## config.mk

```make
export PLATFORM = sky130hd
export DESIGN_NAME = axis_stall_detector_flat
export DESIGN_NICKNAME = d
export VERILOG_FILES = /design/src/rtl/deadlock_mon_pkg.sv /design/src/rtl/axis_stall_detector_if.sv /design/src/rtl/axis_stall_chan.sv /design/src/rtl/axis_stall_detector.sv /design/src/flat_wrapper.sv
export SDC_FILE = /design/constraint.sdc
export NUM_CORES = 1
export LEC_CHECK = 0
export ABC_AREA = 1
export CORE_ASPECT_RATIO = 0.9
export CORE_MARGIN = 4
export CORE_UTILIZATION = 40
export DETAILED_ROUTE_END_ITERATION = 7
export GPL_TIMING_DRIVEN = 0
export SLEW_MARGIN = 40
export SYNTH_ARGS = -nofsm -noshare
export SYNTH_HDL_FRONTEND = slang
export SYNTH_SLANG_ARGS = --single-unit
```

## constraint.sdc

```tcl
create_clock -name clock -period 6.8 [get_ports clock]
set_input_delay 2.04 -clock clock [delete_from_list [all_inputs] [get_ports clock]]
set_output_delay 2.04 -clock clock [all_outputs]
set_load 0.005 [all_outputs]
```

## src/rtl/deadlock_mon_pkg.sv

```systemverilog
// Shared types and helpers for the AXI-Stream stall detector.
// The stall rule depends on which side of the channel the kernel sits.
package deadlock_mon_pkg;

  typedef enum logic [1:0] {
    IDLE    = 2'd0,
    WAIT    = 2'd1,
    BLOCKED = 2'd2
  } stall_state_t;

  // dir=1: kernel consumes, so it stalls when starved.
  // dir=0: kernel produces, so it stalls when back-pressured.
  function automatic logic is_stall(input logic dir, input logic valid, input logic ready);
    return dir ? (ready & ~valid) : (valid & ~ready);
  endfunction

endpackage

```

## src/rtl/axis_stall_detector_if.sv

```systemverilog
// Bundle of the watched TVALID/TREADY pairs, one bit per AXIS channel.
interface axis_stall_detector_if #(
  parameter int NUM_CH = 2
);
  logic [NUM_CH-1:0] ch_tvalid;
  logic [NUM_CH-1:0] ch_tready;

  modport master (output ch_tvalid, output ch_tready);
  modport slave  (input  ch_tvalid, input  ch_tready);
endinterface

```

## src/rtl/axis_stall_chan.sv

```systemverilog
// One channel's stall tracker: counts consecutive stall cycles and
// reports BLOCKED once the run reaches STALL_THRESH cycles.
module axis_stall_chan
  import deadlock_mon_pkg::*;
#(
  parameter int CNT_W        = 16,
  parameter int STALL_THRESH = 1024
) (
  input  logic clock,
  input  logic reset,
  input  logic enable,
  input  logic dir,
  input  logic tvalid,
  input  logic tready,
  output logic blocked,
  output logic enter_blocked
);

  localparam logic [CNT_W-1:0] LAST_CNT = CNT_W'(STALL_THRESH - 1);

  stall_state_t      state, state_next;
  logic [CNT_W-1:0]  cnt, cnt_next;
  logic              stall;

  assign stall = is_stall(dir, tvalid, tready);

  always_ff @(posedge clock) begin
    if (reset) begin
      state <= IDLE;
      cnt   <= '0;
    end else begin
      state <= state_next;
      cnt   <= cnt_next;
    end
  end

  // The count freezes at LAST_CNT while BLOCKED, so it can never wrap.
  always_comb begin
    state_next    = state;
    cnt_next      = cnt;
    enter_blocked = 1'b0;
    if (!enable) begin
      state_next = IDLE;
      cnt_next   = '0;
    end else begin
      case (state)
        IDLE: begin
          if (stall) begin
            state_next = WAIT;
            cnt_next   = CNT_W'(1);
          end
        end
        WAIT: begin
          if (!stall) begin
            state_next = IDLE;
            cnt_next   = '0;
          end else if (cnt == LAST_CNT) begin
            state_next    = BLOCKED;
            enter_blocked = 1'b1;
          end else begin
            cnt_next = cnt + CNT_W'(1);
          end
        end
        BLOCKED: begin
          if (!stall) begin
            state_next = IDLE;
            cnt_next   = '0;
          end
        end
        default: begin
          state_next = IDLE;
          cnt_next   = '0;
        end
      endcase
    end
  end

  assign blocked = (state == BLOCKED);

endmodule

```

## src/rtl/axis_stall_detector.sv

```systemverilog
// Watches every top-level AXIS channel of the kernel, drives the per-channel
// block signals for the deadlock monitor, and keeps a first-block report.
module axis_stall_detector
  import deadlock_mon_pkg::*;
#(
  parameter int                NUM_CH       = 2,
  parameter logic [NUM_CH-1:0] DIR_MASK     = NUM_CH'(2'b01),
  parameter int                STALL_THRESH = 1024,
  parameter int                CNT_W        = 16,
  parameter int                EVT_W        = 8,
  localparam int               CH_W         = (NUM_CH > 1) ? $clog2(NUM_CH) : 1
) (
  input  logic                  clock,
  input  logic                  reset,
  input  logic                  enable,
  axis_stall_detector_if.slave  axis,
  input  logic                  clear_report,
  output logic [NUM_CH-1:0]     axis_block_sigs,
  output logic                  first_valid,
  output logic [CH_W-1:0]       first_ch,
  output logic [EVT_W-1:0]      block_events
);

  localparam int ECW   = $clog2(NUM_CH + 1);
  localparam int SUM_W = EVT_W + ECW;
  localparam logic [SUM_W-1:0] EVT_MAX = SUM_W'({EVT_W{1'b1}});

  logic [NUM_CH-1:0] enter;
  logic [CH_W-1:0]   first_idx;
  logic [ECW-1:0]    enter_cnt;
  logic [SUM_W-1:0]  sum;
  logic [EVT_W-1:0]  events_next;

  for (genvar i = 0; i < NUM_CH; i++) begin : g_chan
    axis_stall_chan #(
      .CNT_W        (CNT_W),
      .STALL_THRESH (STALL_THRESH)
    ) u_chan (
      .clock         (clock),
      .reset         (reset),
      .enable        (enable),
      .dir           (DIR_MASK[i]),
      .tvalid        (axis.ch_tvalid[i]),
      .tready        (axis.ch_tready[i]),
      .blocked       (axis_block_sigs[i]),
      .enter_blocked (enter[i])
    );
  end

  // Lowest entering index wins; several channels may block on the same edge.
  always_comb begin
    first_idx = '0;
    enter_cnt = '0;
    for (int i = NUM_CH - 1; i >= 0; i--) begin
      if (enter[i]) first_idx = CH_W'(i);
    end
    for (int i = 0; i < NUM_CH; i++) begin
      enter_cnt = enter_cnt + ECW'(enter[i]);
    end
    sum         = SUM_W'(block_events) + SUM_W'(enter_cnt);
    events_next = (sum > EVT_MAX) ? {EVT_W{1'b1}} : sum[EVT_W-1:0];
  end

  always_ff @(posedge clock) begin
    if (reset || clear_report) begin
      first_valid  <= 1'b0;
      first_ch     <= '0;
      block_events <= '0;
    end else begin
      if (!first_valid && (|enter)) begin
        first_valid <= 1'b1;
        first_ch    <= first_idx;
      end
      block_events <= events_next;
    end
  end

endmodule

```

## src/flat_wrapper.sv

```systemverilog
// flat-port wrapper written by rule: the top's interface ports become plain ports
module axis_stall_detector_flat import deadlock_mon_pkg::*;
#(
  parameter int                NUM_CH       = 2,
  parameter logic [NUM_CH-1:0] DIR_MASK     = NUM_CH'(2'b01),
  parameter int                STALL_THRESH = 1024,
  parameter int                CNT_W        = 16,
  parameter int                EVT_W        = 8,
  localparam int               CH_W         = (NUM_CH > 1) ? $clog2(NUM_CH) : 1
)
  (clock, reset, enable, clear_report, axis_block_sigs, first_valid, first_ch, block_events, axis_ch_tvalid, axis_ch_tready);
  axis_stall_detector_if #(.NUM_CH(NUM_CH)) axis_i ();
  input  logic clock;
  input  logic reset;
  input  logic enable;
  input  logic clear_report;
  output logic [NUM_CH-1:0] axis_block_sigs;
  output logic first_valid;
  output logic [CH_W-1:0] first_ch;
  output logic [EVT_W-1:0] block_events;
  input wire logic [$bits(axis_i.ch_tvalid)-1:0] axis_ch_tvalid;
  input wire logic [$bits(axis_i.ch_tready)-1:0] axis_ch_tready;
  assign axis_i.ch_tvalid = axis_ch_tvalid;
  assign axis_i.ch_tready = axis_ch_tready;
  axis_stall_detector #(.NUM_CH(NUM_CH), .DIR_MASK(DIR_MASK), .STALL_THRESH(STALL_THRESH), .CNT_W(CNT_W), .EVT_W(EVT_W)) u_core (.clock(clock), .reset(reset), .enable(enable), .axis(axis_i), .clear_report(clear_report), .axis_block_sigs(axis_block_sigs), .first_valid(first_valid), .first_ch(first_ch), .block_events(block_events));
endmodule
```

**Word-level counts from Yosys, hierarchy flattened**

Index checks and enable logic that the tools add are counted.

- Multiplexer cells: 31
- $lt $le $gt $ge: 1
- Reductions and logical operators: 11
- Equal/unequal tests: 14
- Bitwise operators: 5
- Add/subtract/negate cells: 4

Operators by type and width:

| operator | number |
|---|---|
| $mux W16 | 8 |
| $pmux W16 S3 | 2 |
| $add A16 B1 Y16 const B | 2 |
| $eq A16 B10 Y1 const B | 2 |
| $mux W2 | 8 |
| $ne A3 B3 Y1 const B | 4 |
| $pmux W2 S3 | 2 |
| $reduce_and A3 Y1 | 4 |
| $gt A10 B8 Y1 const B | 1 |
| $mux W1 | 10 |
| $add A8 B2 Y9 | 1 |
| $mux W8 | 1 |
| $ne A2 B2 Y1 const B | 4 |
| $eq A2 B1 Y1 const B | 2 |
| $eq A2 B2 Y1 const B | 2 |
| $logic_not A2 Y1 | 2 |
| $reduce_or A2 Y1 | 2 |
| $not A1 Y1 | 3 |
| $add A1 B1 Y2 | 1 |
| $and A1 B1 Y1 | 2 |
| $logic_and A1 B1 Y1 | 1 |
| $logic_not A1 Y1 | 1 |
| $logic_or A1 B1 Y1 | 1 |

- Word-level logic and storage cells: 73
- Bits in registers: 46

**Logic depth before layout (Yosys ltp)**

Gate-level depths: netlist of the first run.

- Depth after elaboration: 9
- Gate-level depth with buffers: 14

**By module**

A second synthesis of the first run with hierarchy kept.

- Cell total of the unflattened synthesis: 449
- Area total of the unflattened synthesis: 2895.3 sq um

Modules (own cells, without submodules):

| module | instances | cells each | sequential area each (sq um) | area each (sq um) |
|---|---|---|---|---|
| axis_stall_chan | 2 | 191 | 360.3 | 1196.1 |
| axis_stall_detector | 1 | 67 | 200.2 | 503.0 |

**Worst setup path after synthesis of the first run**

Ideal clock, no wire load.

- Kind: input-to-reg
- Start point: input port axis_ch_tvalid[0]
- End point: register u_core.block_events[5]
- Slack: 3.134 ns
- Setup time: 0.070 ns
- Data required time: 6.730 ns
- Cell stages on the path: 13
- Arrival time: 3.596 ns
- Cells stage by stage: inv_1 -> nand2_1 -> nor2_1 -> nand4_1 -> inv_1 -> fa_1 -> ha_1 -> nand3_1 -> nor2_1 -> nand2_1 -> nor2_1 -> nand2_1 -> a21oi_1

- Word-level cells in the longest chain between the ends: 9

RTL lines:

| item | line | source |
|---|---|---|
| from (decl) | flat_wrapper.sv:21 | `input wire logic [$bits(axis_i.ch_tvalid)-1:0] axis_ch_tvalid;` |
| $not A1 Y1 (*) | deadlock_mon_pkg.sv:14 | `return dir ? (ready & ~valid) : (valid & ~ready);` |
| $and A1 B1 Y1 (*) | deadlock_mon_pkg.sv:14 |  |
| $mux W1 (*) | axis_stall_chan.sv:54 | `if (!stall) begin` |
| $mux W1 (*) | axis_stall_chan.sv:46 | `case (state)` |
| $mux W1 (*) | axis_stall_chan.sv:42 | `if (!enable) begin` |
| $add A1 B1 Y2 (*) | axis_stall_detector.sv:58 | `enter_cnt = enter_cnt + ECW'(enter[i]);` |
| $add A8 B2 Y9 (*) | axis_stall_detector.sv:60 | `sum = SUM_W'(block_events) + SUM_W'(enter_cnt);` |
| $gt A10 B8 Y1 | axis_stall_detector.sv:61 | `events_next = (sum > EVT_MAX) ? {EVT_W{1'b1}} : sum[EVT_W-1:0];` |
| $mux W8 (*) | axis_stall_detector.sv:61 |  |
| to (signal assigned) | axis_stall_detector.sv:74 | `block_events <= events_next;` |
| to (decl) | axis_stall_detector.sv:21 | `output logic [EVT_W-1:0] block_events` |

Mark *: on every way between the ends. The rest lies on a longest branch, timed or not.
A chain may end at the register's enable or synchronous reset.

**Final worst setup path of the first run**

- Start point: input port axis_ch_tready[0]
- End point: register u_core.block_events[5]

- Word-level cells in the longest chain between the ends: 8

RTL lines:

| item | line | source |
|---|---|---|
| from (decl) | flat_wrapper.sv:22 | `input wire logic [$bits(axis_i.ch_tready)-1:0] axis_ch_tready;` |
| $and A1 B1 Y1 (*) | deadlock_mon_pkg.sv:14 |  |
| $mux W1 (*) | axis_stall_chan.sv:54 |  |
| $mux W1 (*) | axis_stall_chan.sv:46 |  |
| $mux W1 (*) | axis_stall_chan.sv:42 |  |
| $add A1 B1 Y2 (*) | axis_stall_detector.sv:58 |  |
| $add A8 B2 Y9 (*) | axis_stall_detector.sv:60 |  |
| $gt A10 B8 Y1 | axis_stall_detector.sv:61 |  |
| $mux W8 (*) | axis_stall_detector.sv:61 |  |

Marks and branches as above.

==> results of run 1 <==
-- where the power goes --
part	switching (mW)	internal, mW	total (mW)	leakage, nW
Combinational	0.0187	0.00902	0.0278	0.692
Clock	0.0976	0.108	0.206	0.0579
Sequential	0.000836	0.270	0.271	0.371
-- cells in the mapped netlist --
| library cell | n | area (µm²) |
|---|---|---|
| o21ai_0 | 5 | 25.0 |
| nand4_1 | 21 | 131 |
| a31o_2 | 2 | 17.5 |
| clkinv_1 | 1 | 3.75 |
| inv_2 | 5 | 18.8 |
| nand3b_1 | 1 | 7.51 |
| dfxtp_1 | 46 | 921 |
| nor3_1 | 11 | 55.1 |
| ha_1 | 3 | 37.5 |
| nor2_2 | 1 | 6.26 |
| or2_2 | 2 | 12.5 |
| a211oi_1 | 1 | 7.51 |
| and2_1 | 1 | 6.26 |
| nand3_2 | 2 | 20.0 |
| nand3_1 | 27 | 135 |
| fa_1 | 1 | 20.0 |
| nand2_1 | 89 | 334 |
| nand2_4 | 1 | 11.3 |
| buf_4 | 3 | 22.5 |
| nand2_2 | 3 | 18.8 |
| buf_6 | 1 | 11.3 |
| a21oi_1 | 38 | 190 |
| or2_1 | 1 | 6.26 |
| nor2_1 | 50 | 188 |
| xor2_1 | 7 | 61.3 |
| inv_1 | 53 | 199 |
| xnor2_1 | 1 | 8.76 |
| o21bai_1 | 5 | 37.5 |
| o21ai_1 | 5 | 25.0 |
| nor3_4 | 1 | 16.3 |
| nor3b_1 | 1 | 7.51 |
| clkbuf_1 | 3 | 11.3 |
-- registers in the layout (all words and copies together) (netlist names) --
signal	flops
u_core.block_events	8
u_core.g_chan.u_chan.state	4
u_core.first_valid	1
u_core.first_ch	1
u_core.g_chan.u_chan.cnt	32
-- worst max-delay path, stage by stage --
cell and delay (ps):
clkdlybuf4s50_1 460, nand2_1 110, nor2_1 380, nand4_1 200, inv_1 110, fa_1 220
ha_1 200, nand3_1 110, nor2_1 100, nand2_1 70, nor2_1 130, nand2_1 180
a21oi_1 170
-- cells by family after synthesis --
family / count (synthesis)
fa+ha+maj: 4
flops: 46
buf+inv: 66
simple gates: 212
compound gates: 56
xor+xnor: 8
-- per-layer routing --
metal / track usage, % / wire (µm) / vias up
met3: 3.52 / 345 / 4
met4: 4.99 / 38 / 0
met5: 0 / 0 / -
li1: - / - / 1328
met1: 24.9 / 3270 / 1098
met2: 23.3 / 2510 / 69
-- final cells by class --
cell class	count	area (µm²)
timing repair buffer	19	190
clock buffer	5	68.8
multi-input combinational	280	1390
tap	87	109
clock inverter	3	40.0
fill	648	3200
sequential	46	921
inverter	59	221
buffer	7	45.0
-- path summary, 6_finish.rpt --
kind | endpoint | slack (ps) | depth (start not counted)
max reg2reg | u_core.block_events[5] | 4210 | 13
min | u_core.g_chan[0].u_chan.cnt[1] | 490 | 2
min reg2reg | u_core.g_chan[0].u_chan.cnt[1] | 490 | 2
max | u_core.block_events[5] | 2560 | 13
-- layout by cell type, fill, tap and decap left out, types with 2 or more instances in the layout --
cell type / instances
nor3_1: 11
clkbuf_1: 3
buf_4: 3
xor2_1: 7
nand2_2: 3
a21oi_1: 38
or2_2: 2
inv_1: 53
dfxtp_1: 46
clkinv_2: 2
ha_1: 3
o21ai_1: 5
nor2_1: 50
inv_2: 5
o21bai_1: 5
nand3_1: 27
clkdlybuf4s50_1: 19
nand2_1: 89
o21ai_0: 5
a31o_2: 2
nand3_2: 2
nand4_1: 21
clkbuf_8: 5
==> summary.txt, run 1 <==
status - completed
Crit. End Element - flop
overall overflow remaining after global route - 0
clk root buf - clkbuf_8
Final Critical Period - 4240 ps
Chip Height - 84.1 µm
core area - 6180 µm²
Cells after DPL - 498
clk_skew - 7.98 ps
Worst Path Required - 7030 ps
worst hold path class - flop to flop
Mapped Nets - 404
post-layout util - 48.2%
WL/cell - 12.2 µm
clk_lat worst skew - 300 ps
setup bufs post-CTS - 0
I/O pin total - 20
HP Start - u_core.g_chan[0].u_chan.cnt[1]
Critical Path Start - axis_ch_tready[0]
TritonCTS buffer count - 5
initial core utilization - 41.6%
share of layout cells above drive strength 1 - 6.92%
via count - 2,499
Critical Path AT - 4480 ps
RSZ-0062 raised after global routing - false
Worst Slack Setup Final - 2560 ps
final wirelength - 6160 µm
H-Tree Depth - 2
die area - 7780 µm²
initial antenna violation count - 0
Setup TNS - 0 ps
Detail Placement HPWL - 4620 µm
final setup fails - 0
Ys Warns - 0
Seq/Total Area, Yosys - 35.8%
Max Root-Sink Buffers - 2
worst slack, placed - 2280 ps
Worst-Margin Slew - 574 ps
VDD IR-drop max - 0.107 mV
worst r2r src - u_core.g_chan[0].u_chan.cnt[0]
CTS tree - done
TritonRoute pass-1 iters - 5
fmax - 236 MHz
Slew headroom - 61.7%
gpl congestion - 0.827
# diodes - 0
Post-CTS Resized - 0
Netlist Area Pre-Place - 2570 µm²
Total Power - 505 µW
Startpoint Class - input pin
WHS - 487 ps
placed inst area - 2870 µm²
Slew Limit Fails - 0
clock sinks - 46
routed vias/inst - 4.94
largest net degree at the start of global routing - 15
DR iter-0 viols - 152
Syn Area/Cell - 6.57 µm²
Global Route Usage Sum - 16.5%
Hold Fails Final Rpt - 0
area fraction in compound gates after synthesis - 11.8%
row count - 27
post-synthesis mux area share - 0%
largest family of logic cells by synthesized area - simple AND/OR/NAND/NOR gates
top fanout value on the critical path - 6
number of buffers added on ports - 19
ANT nets after route - 0
Synth cell types - 32
Synth-to-Final Area Change - 15.8%
#FFs+latches synth - 46
cts hold-fix bufs - 0
fraction of the mapped netlist area in simple logic gates - 37.1%
XOR/XNOR Fraction of Synth Area - 2.72%
critical path class - input pin to flop
Pleak - 1.12 nW
design area - 2980 µm²
Die X - 92.6 µm
DR DRC count - 0
Post-Syn Instances - 392
post-synthesis adder-cell area fraction - 2.24%
Power per Cell Area - 169 nW/µm²
clock-pin slew on the worst setup and hold paths - 90 ps
period utilisation layout - 62.4%
Nets - 430
first-pass GRT wire length - 10,600 µm
Finished Layout Cells - 506
vias in the first global route - 2,270
max_cap viols - 0
Power figures use the tool's default switching activity.
==> run 2, diff against run 1 <==
Clock period 6.8 ns to 3.8 ns, I/O delays scaled along.
==> results of run 2 <==
Same layout as run 1 (identical final DEF). Status: completed.
Among the figures that moved: setup slack after placement 2280 ps -> 180 ps; setup slack after layout 2560 ps -> 457 ps; register-to-register setup slack 4210 ps -> 1210 ps; total power 0.505 mW -> 0.903 mW; worst IR drop on VDD 0.107 mV -> 0.192 mV
